## config.mk

```make
export PLATFORM = sky130hd
export DESIGN_NAME = mem_stage_access
export DESIGN_NICKNAME = d
export VERILOG_FILES = /design/src/rtl/mem_stage_access.sv
export SDC_FILE = /design/constraint.sdc
export NUM_CORES = 1
export LEC_CHECK = 0
export CAP_MARGIN = 0
export CORE_ASPECT_RATIO = 0.8
export CORE_UTILIZATION = 48
export CTS_BUF_LIST = sky130_fd_sc_hd__clkbuf_2
export CTS_CLUSTER_SIZE = 24
export DETAILED_ROUTE_END_ITERATION = 10
export GPL_ROUTABILITY_DRIVEN = 0
export PLACE_DENSITY = 0.95
export SLEW_MARGIN = 0
export SYNTH_ARGS = -nofsm -noshare
export SYNTH_HDL_FRONTEND = slang
export SYNTH_SLANG_ARGS = --single-unit
```

## constraint.sdc

```tcl
create_clock -name clk -period 5.3 [get_ports clk]
set_input_delay 0.795 -clock clk [delete_from_list [all_inputs] [get_ports clk]]
set_output_delay 0.795 -clock clk [all_outputs]
set_load 0.1 [all_outputs]
```

## src/rtl/mem_stage_access.sv

```systemverilog
// Memory-stage access unit: req/ack data-memory handshake with pipeline stall, lane steering, HI/LO registers.
// Optional macro MEM_MISALIGN_TRAP_EN traps misaligned half/word accesses without issuing a request.
module mem_stage_access #(
  parameter int TIMEOUT_CYCLES = 255
) (
  input  logic        clk,
  input  logic        Reset,
  input  logic [31:0] ALUResultIn,
  input  logic [31:0] MemDataIn,
  input  logic        MemReadIn,
  input  logic        MemWriteIn,
  input  logic [1:0]  dataTypeIn,
  input  logic [63:0] MultResultIn,
  input  logic        HiLoWriteIn,
  output logic        DMemReq,
  output logic        DMemWe,
  output logic [31:0] DMemAddr,
  output logic [31:0] DMemWData,
  output logic [3:0]  DMemByteEn,
  input  logic        DMemAck,
  input  logic [31:0] DMemRData,
  output logic [31:0] LoadDataOut,
  output logic        LoadValidOut,
  output logic        StallOut,
  output logic [31:0] HiOut,
  output logic [31:0] LoOut,
  output logic        TimeoutErr,
  output logic        MisalignErr
);

  typedef enum logic [1:0] {IDLE, ACCESS, DONE} state_t;

  localparam logic [15:0] LP_LAST_COUNT = 16'(TIMEOUT_CYCLES - 1);

  state_t      r_state, w_nextState;
  logic [15:0] r_count;
  logic [31:0] r_addr, r_wdata, r_loadData, r_hi, r_lo;
  logic [3:0]  r_byteEn;
  logic [1:0]  r_size;
  logic        r_we, r_timeoutErr, r_misalign;

  logic        w_request, w_inAccess, w_timeout, w_misalign;
  logic [31:0] w_wdata, w_loadData;
  logic [3:0]  w_byteEn;
  logic [7:0]  w_rdByte;
  logic [15:0] w_rdHalf;

  assign w_request  = MemReadIn | MemWriteIn;
  assign w_inAccess = (r_state == ACCESS);
  assign w_timeout  = (r_count == LP_LAST_COUNT);

`ifdef MEM_MISALIGN_TRAP_EN
  assign w_misalign = ((dataTypeIn == 2'b01) && ALUResultIn[0]) ||
                      (((dataTypeIn == 2'b00) || (dataTypeIn == 2'b11)) && (ALUResultIn[1:0] != 2'b00));
`else
  assign w_misalign = 1'b0;
`endif

  // Store formatting is resolved at request time so the bus stays stable through ACCESS.
  always_comb begin
    w_wdata  = MemDataIn;
    w_byteEn = 4'b1111;
    if (dataTypeIn == 2'b10) begin
      w_wdata  = {4{MemDataIn[7:0]}};
      w_byteEn = 4'b0001 << ALUResultIn[1:0];
    end else if (dataTypeIn == 2'b01) begin
      w_wdata  = {2{MemDataIn[15:0]}};
      w_byteEn = ALUResultIn[1] ? 4'b1100 : 4'b0011;
    end
  end

  always_comb begin
    case (r_addr[1:0])
      2'b01:   w_rdByte = DMemRData[15:8];
      2'b10:   w_rdByte = DMemRData[23:16];
      2'b11:   w_rdByte = DMemRData[31:24];
      default: w_rdByte = DMemRData[7:0];
    endcase
    w_rdHalf = r_addr[1] ? DMemRData[31:16] : DMemRData[15:0];
    case (r_size)
      2'b10:   w_loadData = {{24{w_rdByte[7]}}, w_rdByte};
      2'b01:   w_loadData = {{16{w_rdHalf[15]}}, w_rdHalf};
      default: w_loadData = DMemRData;
    endcase
  end

  always_comb begin
    w_nextState = r_state;
    case (r_state)
      IDLE:    if (w_request) w_nextState = w_misalign ? DONE : ACCESS;
      ACCESS:  if (DMemAck || w_timeout) w_nextState = DONE;
      DONE:    w_nextState = IDLE;
      default: w_nextState = IDLE;
    endcase
  end

  always_ff @(posedge clk) begin
    if (Reset) begin
      r_state      <= IDLE;
      r_count      <= '0;
      r_addr       <= '0;
      r_wdata      <= '0;
      r_byteEn     <= '0;
      r_size       <= '0;
      r_we         <= 1'b0;
      r_misalign   <= 1'b0;
      r_loadData   <= '0;
      r_timeoutErr <= 1'b0;
    end else begin
      r_state <= w_nextState;
      case (r_state)
        IDLE: begin
          r_count <= '0;
          if (w_request) begin
            r_addr     <= ALUResultIn;
            r_wdata    <= w_wdata;
            r_byteEn   <= w_byteEn;
            r_size     <= dataTypeIn;
            r_we       <= MemWriteIn;
            r_misalign <= w_misalign;
            if (w_misalign && !MemWriteIn) r_loadData <= '0;
          end
        end
        ACCESS: begin
          r_count <= r_count + 16'd1;
          // Ack wins over a timeout landing on the same cycle.
          if (DMemAck) begin
            if (!r_we) r_loadData <= w_loadData;
          end else if (w_timeout) begin
            r_timeoutErr <= 1'b1;
            r_loadData   <= '0;
          end
        end
        default: r_count <= '0;
      endcase
    end
  end

  always_ff @(posedge clk) begin
    if (Reset) begin
      r_hi <= '0;
      r_lo <= '0;
    end else if (HiLoWriteIn) begin
      r_hi <= MultResultIn[63:32];
      r_lo <= MultResultIn[31:0];
    end
  end

  assign DMemReq      = w_inAccess;
  assign DMemWe       = w_inAccess & r_we;
  assign DMemAddr     = w_inAccess ? {r_addr[31:2], 2'b00} : 32'd0;
  assign DMemWData    = w_inAccess ? r_wdata : 32'd0;
  assign DMemByteEn   = w_inAccess ? r_byteEn : 4'd0;
  assign StallOut     = ((r_state == IDLE) && w_request) || w_inAccess;
  assign LoadValidOut = (r_state == DONE) && !r_we;
  assign MisalignErr  = (r_state == DONE) && r_misalign;
  assign LoadDataOut  = r_loadData;
  assign TimeoutErr   = r_timeoutErr;
  assign HiOut        = r_hi;
  assign LoOut        = r_lo;

endmodule
```

==> results of run 1 <==
==> worst min-delay path, stage by stage (launching register included) <==
cell and delay [ns]:
dfxtp_1 0.36, nand2_1 0.05, a21oi_1 0.05
==> layout make-up <==
| cell class | count | area share [%] |
|---|---|---|
| diodes | 1 | 0.0214 |
| well taps | 220 | 2.35 |
| repair buffers | 341 | 28.9 |
| clock inverters | 15 | 1.37 |
| clock buffers | 17 | 0.727 |
| multi-input cells | 635 | 34.6 |
| flip-flops and latches | 186 | 31.8 |
| inverters | 6 | 0.192 |
==> kinds of logic after synthesis <==
group / count (synthesis)
other cells: 1
simple gates: 362
buf+inv: 78
xor+xnor: 11
mux: 105
compound gates: 150
flops: 186
fa+ha+maj: 4
==> metal layers <==
layer,global-route usage [%],routed length [microns],part of all wire (%),vias up
li1,-,-,-,3629
met1,32.0,9580,38,3598
met2,50.3,12600,50,326
met3,8.49,2120,8.5,51
met4,10.6,645,2.6,2
met5,0,13,0.052,-
==> registers in the layout (all words and copies together) (netlist names), 2 cells and up <==
register and count:
r_byteEn 4, r_count 16, r_size 2, r_state 2, LoadDataOut 32, r_addr 32
HiOut 32, LoOut 32, r_wdata 32
==> worst min path at each step <==
stage	endpoint	from
2_1_floorplan	r_byteEn[0]$_SDFFE_PP0P_	r_byteEn[0]$_SDFFE_PP0P_
3_3_place_gp	r_addr[4]$_SDFFE_PP0P_	r_addr[4]$_SDFFE_PP0P_
3_5_place_dp	r_addr[9]$_SDFFE_PP0P_	r_addr[9]$_SDFFE_PP0P_
4_1_cts	LoOut[1]$_SDFFE_PP0P_	Reset
5_1_grt	LoOut[1]$_SDFFE_PP0P_	Reset
6_report	r_byteEn[0]$_SDFFE_PP0P_	r_byteEn[0]$_SDFFE_PP0P_
==> per-stage QoR <==
| step | cell area (sq um) | setup WS [ns] | utilization [%] |
|---|---|---|---|
| after global routing | 11700 | 0.679 | 70.7 |
| after global placement | 11500 | 1.86 | 69.2 |
| after detailed placement | 11500 | 1.79 | 69.2 |
| after floorplan | 8120 | 1.92 | - |
| after CTS | 11700 | 0.877 | 70.7 |
| final | 11700 | 0.983 | 70.7 |
==> report_power, final <==
part,internal (mW),switching (mW)
sequential,1.51,0.0688
combinational,0.388,0.883
clock,0.192,0.541
total,2.09,1.49
==> cells in the final DEF, fill, tap and decap left out, types with 5 or more instances in the layout <==
master,count
inv_1,6
o21bai_1,7
o211ai_1,10
nand4_1,5
a22o_1,17
mux2_2,16
nand2_1,125
buf_4,11
a211oi_1,16
and2_1,69
mux2i_1,88
clkdlybuf4s50_1,330
nand2b_1,35
a21oi_1,67
a221o_1,7
xnor2_1,5
xor2_1,6
nor2_1,100
dfxtp_1,186
clkbuf_2,17
a32o_1,15
inv_6,7
==> metrics.csv, run 1 <==
stage,metric,value,unit
status,status,completed,
placed_design,post-place-cells,1388,
cts,numCtsBuffers,17,
detailed_routing,drt_first_pass_iters,5,
logic_synthesis,synth_common_cells,"186 x dfxtp_1, 125 x nand2_1, 100 x nor2_1",
floorplanning,die_w,147,microns
cells_and_area,seqCellArea,3720,sq um
timing,post-route-period-util,81.5,%
logic_synthesis,synthFlopType,dfxtp_1,
floorplanning,rows,42,
cts,htree_levels,4,
floorplanning,start_util,49.0,%
worst_setup_path,reg2reg_depth,4,
grt,grt_pass1_wl,39000,microns
floorplanning,core,16600,sq um
logic_synthesis,synth_area_leader_cell,dfxtp_1,
logic_synthesis,synth_edf_count,0,
detailed_routing,post_drt_wl_per_cell,17.5,microns
worst_setup_path,crit_arrival,3.52,ns
timing,finClkSkew,0.0364,ns
cells_and_area,drive_gt1_share,5.67,%
worst_setup_path,crit_chain,"nand2b_2, inv_1, buf_4, and2_1, clkdlybuf4s50_1",
worst_setup_path,startpoint,r_state[1]$_SDFFE_PP0P_,
worst_setup_path,endpoint,DMemWData[8],
worst_setup_path,rr_startpoint,r_addr[1]$_SDFFE_PP0P_,
worst_setup_path,end_kind,output port,
logic_synthesis,ys_seq_elements,186,
floorplanning,fp.dieArea,17400,sq um
logic_synthesis,yosysMostFrequentCell,dfxtp_1,
detailed_routing,antenna_left,0,
cells_and_area,multi_input_area,4050,sq um
cts,path_clk_slew,0.27,ns
grt,antenna_found_initial,2,
worst_setup_path,crit_cells,5,
logic_synthesis,ys_seq_area_share,45.9,%
grt,overflow,0,
pwr,p_leak,4.62,nW
grt,grt_pass1_vias,7544,
worst_setup_path,path_delay_family,buffers and inverters,
worst_setup_path,required,4.51,ns
detailed_routing,totalWireLength,24900,microns
timing,rsz0062_at_grt,no,
logic_synthesis,synth_area,8110,sq um
hold_path,whs_path_depth,2,
logic_synthesis,synth_xor_area_share,1.19,%
detailed_routing,via_per_inst,5.35,
timing,worst_pin_slew,1.09,ns
timing,fin_crit,4.32,ns
grt,grt_usage,28.4,%
cts,cts_resized,0,
timing,clock.fmax,232,MHz
worst_setup_path,start_kind,flop,
logic_synthesis,yosys-top-cells-area,"dfxtp_1 46%, mux2i_1 11%, nand2_1 5.8%",
cts,cts_sinks,186,
logic_synthesis,ys_warn_count,0,
pwr,ir_drop,0.173,mV
cts,cts_tree,yes,
logic_synthesis,synthAdderAreaFrac,0.617,%
detailed_routing,drc,0,
floorplanning,ios,338,
placed_design,port_buffers,334,
cts,root_buffer,clkbuf_2,
worst_setup_path,r2r_slack,2.89,ns
pwr,powerDensity,306,nW/um^2
cts,hold_buffers,0,
logic_synthesis,synth-compound-area-share,13.2,%
grt,grt_max_degree,96,
timing,drv_slew,0,
pwr,power.total,3.58,mW
logic_synthesis,yosysTopAreaCellShare,45.9,%
cts,cts_buffer_depth,2,
hold_path,min_path_type,reg -> reg,
worst_setup_path,cpMaxStageDelayCell,clkdlybuf4s50_1,
timing,holdWs,0.468,ns
cts,postCtsSetupRepairBufs,0,
worst_setup_path,r2r_end,LoadDataOut[13]$_SDFFE_PP0P_,
flow_run,drv_cap,0,
detailed_routing,drt-initial-drc-count,464,
logic_synthesis,syn_avg_cell_area,9.04,sq um
timing,max_slew_margin,27.6,%
timing,setup_viol,0,
floorplanning,die_h,118,microns
cts,clk_latency,0.75,ns
logic_synthesis,yosys.cell_types.count,50,
cells_and_area,instances_no_fill,1421,
logic_synthesis,async_reset_ff_share,0,%
logic_synthesis,synth.area.mux_share,13.3,%
worst_setup_path,crit_path_max_fanout,26,
placed_design,dp_hpwl,18200,microns
logic_synthesis,syn-instance-count,897,
cells_and_area,area_delta_synth_final,44.3,%
worst_setup_path,max_stage_delay,1.15,ns
worst_setup_path,crit_type,reg -> out,
timing,fin_setup_tns,0,ns
logic_synthesis,yosys.area_share.simple,21.4,%
cells_and_area,nNetsFinal,1359,
timing,finalHoldViolations,0,
worst_setup_path,critPathBufInv,3,
cells_and_area,nFillCells,1278,
logic_synthesis,synth_top_family_by_area,simple AND/OR/NAND/NOR gates,
detailed_routing,vias,7606,
Note: power is estimated with default switching activity, not from simulation.
==> run 2: changes to the inputs <==
--- a/config.mk
+++ b/config.mk
@@ -7,12 +7,12 @@
 export LEC_CHECK = 0
 export CAP_MARGIN = 0
 export CORE_ASPECT_RATIO = 0.8
-export CORE_UTILIZATION = 48
+export CORE_UTILIZATION = 44
 export CTS_BUF_LIST = sky130_fd_sc_hd__clkbuf_2
 export CTS_CLUSTER_SIZE = 24
 export DETAILED_ROUTE_END_ITERATION = 10
 export GPL_ROUTABILITY_DRIVEN = 0
-export PLACE_DENSITY = 0.95
+export PLACE_DENSITY = 0.91
 export SLEW_MARGIN = 0
 export SYNTH_ARGS = -nofsm -noshare
 export SYNTH_HDL_FRONTEND = slang
==> constraint.sdc (replaced) <==
create_clock -name clk -period 4.3 [get_ports clk]
set_input_delay 0.645 -clock clk [delete_from_list [all_inputs] [get_ports clk]]
set_output_delay 0.645 -clock clk [all_outputs]
set_load 0.1 [all_outputs]
==> run 2 against run 1 <==
- global-route usage shrank 3.3 points
- sequential share of layout area is 0.099 points higher
- combinational power rose by 22%
- highest routed layer is now met4
==> metrics.csv, run 2 (synthesized netlist as in run 1, its figures left out) <==
stage,metric,value,unit,change
floorplanning,rows,44,,+4.8%
cts,cts_buffer_depth,2,,unchanged
floorplanning,fp.dieArea,19000,sq um,+9.0%
floorplanning,core,18100,sq um,+9.4%
floorplanning,ios,338,,unchanged
grt,antenna_found_initial,1,,-1
timing,setup_viol,0,,unchanged
timing,drv_slew,0,,unchanged
cts,path_clk_slew,0.28,ns,about the same
worst_setup_path,required,3.65,ns,-0.86 ns
cells_and_area,nFillCells,1469,,+15%
pwr,p_clk_share,19.6,%,-0.9 points
floorplanning,start_util,44.8,%,-4.2 points
status,status,completed,,
cells_and_area,seqCellArea,3720,sq um,unchanged
worst_setup_path,end_kind,output port,,
pwr,p_sw_share,42.3,%,+0.57 points
hold_path,min_path_type,in -> reg,,
pwr,p_int,2.51,mW,+20%
hold_path,min_from,Reset,,
pwr,powerDensity,373,nW/um^2,+22%
detailed_routing,vias,7505,,-1.3%
cells_and_area,final_common_cell,clkdlybuf4s50_1,,
pwr,p_leak,4.82,nW,+4.4%
placed_design,dp_hpwl,17500,microns,-3.6%
grt,grt_max_degree,108,,+13%
timing,finClkSkew,0.0352,ns,-0.00120 ns
detailed_routing,antenna_left,0,,unchanged
grt,overflow,0,,unchanged
cts,numCtsBuffers,17,,unchanged
cts,root_buffer,clkbuf_2,,
pwr,ir_drop,0.204,mV,+18%
pwr,seqPwrFrac,44.7,%,+0.6 points
timing,post-route-period-util,92.8,%,
detailed_routing,via_per_inst,5.24,,-2.2%
worst_setup_path,crit_path_max_fanout,23,,-12%
grt,grt_pass1_wl,37400,microns,-3.9%
pwr,p_comb_share,35.8,%,+0.3 points
cells_and_area,mostFrequentLayoutCells,"284 x clkdlybuf4s50_1, 186 x dfxtp_1, 125 x nand2_1, 100 x nor2_1, 88 x mux2i_1",,
timing,rsz0062_at_grt,no,,
timing,fin_crit,3.99,ns,
timing,holdWs,0.286,ns,-0.183 ns
cts,htree_levels,4,,unchanged
cts,cts_tree,yes,,
grt,grt_usage,25.1,%,-3.3 points
detailed_routing,drt_first_pass_iters,4,,-1
cts,cts_sinks,186,,unchanged
worst_setup_path,rr_startpoint,r_state[1]$_SDFFE_PP0P_,,
worst_setup_path,startpoint,r_state[1]$_SDFFE_PP0P_,,
timing,fin_setup_tns,0,ns,unchanged
grt,grt_pass1_vias,7177,,-4.9%
cells_and_area,multi_input_area,4050,sq um,+0.19%
timing,max_slew_margin,23.5,%,-4.1 points
flow_run,drv_cap,0,,unchanged
floorplanning,die_w,154,microns,+4.4%
cells_and_area,area_delta_synth_final,43.9,%,
floorplanning,die_h,123,microns,+4.4%
pwr,power.switching,1.84,mW,+23%
cells_and_area,nNetsFinal,1361,,+0.15%
timing,finalHoldViolations,0,,unchanged
detailed_routing,post_drt_wl_per_cell,17.1,microns,-2.6%
worst_setup_path,crit_type,reg -> out,,
detailed_routing,drc,0,,unchanged
timing,worst_pin_slew,1.15,ns,+0.0617 ns
cts,postCtsSetupRepairBufs,0,,unchanged
detailed_routing,drt-initial-drc-count,304,,-34%
cts,hold_buffers,0,,unchanged
cts,clk_latency,0.74,ns,about the same
cells_and_area,drive_gt1_share,6.41,%,+0.74 points
worst_setup_path,start_kind,flop,,
placed_design,port_buffers,334,,unchanged
detailed_routing,totalWireLength,24500,microns,-1.7%
worst_setup_path,crit_arrival,3.35,ns,-0.17 ns
timing,clock.fmax,251,MHz,
==> run 2: changes by cell type in the layout (fill, tap and decap cells not counted), sizes merged <==
cell           delta
dlymetal6s2s      +1
clkinvlp          +1
bufinv            -1
clkinv            +1
dlygate4sd2      +39
inv               -2
clkbuf            +1
clkdlybuf4s50    -46
buf               +8
==> run 2: timing repair <==
item | CTS | global route
pin swaps | 0 | 0
resized for setup | 39 | 1
endpoints found under the setup margin | 39 | 1
cloned | 0 | 0
==> run 2: power by group through the flow <==
stage / clock network, mW / logic [mW] / registers, mW
final: 0.851 / 1.55 / 1.94
after floorplan: 0 / 0.703 / 2.37
after CTS: 0.872 / 1.56 / 1.94
after global placement: 0 / 1.54 / 1.97
after global routing: 0.945 / 1.63 / 1.96
after detailed placement: 0 / 1.57 / 1.97
==> run 2: worst max-delay path, stage by stage (launching register included) <==
cell	delay, ns
dfxtp_1	0.49
nand2b_2	0.21
clkinv_1	0.51
and2_1	0.41
clkdlybuf4s50_1	0.97
==> run 2: routing by layer <==
metal / track usage, % / vias up / wire, microns
li1: - / 3642 / -
met1: 29.6 / 3528 / 10000
met2: 42.1 / 294 / 11700
met3: 8.59 / 41 / 2000
met4: 10.1 / 0 / 721
met5: 0 / - / 0
==> run 2: area by class of cell <==
class | count | area share (%)
antenna | 1 | 0.0215
clock buffer | 18 | 0.772
clock inverter | 14 | 1.14
inverter | 6 | 0.193
multi-input combinational | 635 | 34.8
sequential | 186 | 31.9
tap | 230 | 2.47
timing repair buffer | 343 | 28.7
==> run 2: path summary, 6_finish.rpt <==
check | endpoint | slack (ns) | depth (start not counted)
setup / recovery | DMemAddr[3] | 0.31 | 4
setup reg to reg | r_count[15]$_SDFF_PP0_ | 1.72 | 6
hold / removal | TimeoutErr$_SDFFE_PP0P_ | 0.29 | 2
hold reg to reg | r_wdata[26]$_SDFFE_PP0P_ | 0.47 | 2
==> run 2: per-stage QoR <==
step           utilization, %  power (mW)  instance area (sq um)  std cells  worst slack [ns]
3_3_place_gp             63.4        3.52                  11500       1400             0.989
2_1_floorplan               -        3.07                   8120        899              1.07
5_1_grt                  64.4        4.54                  11700       1433            0.0378
3_5_place_dp             63.4        3.54                  11500       1400             0.846
6_report                 64.4        4.35                  11700       1433             0.310
4_1_cts                  64.4        4.37                  11700       1432             0.109
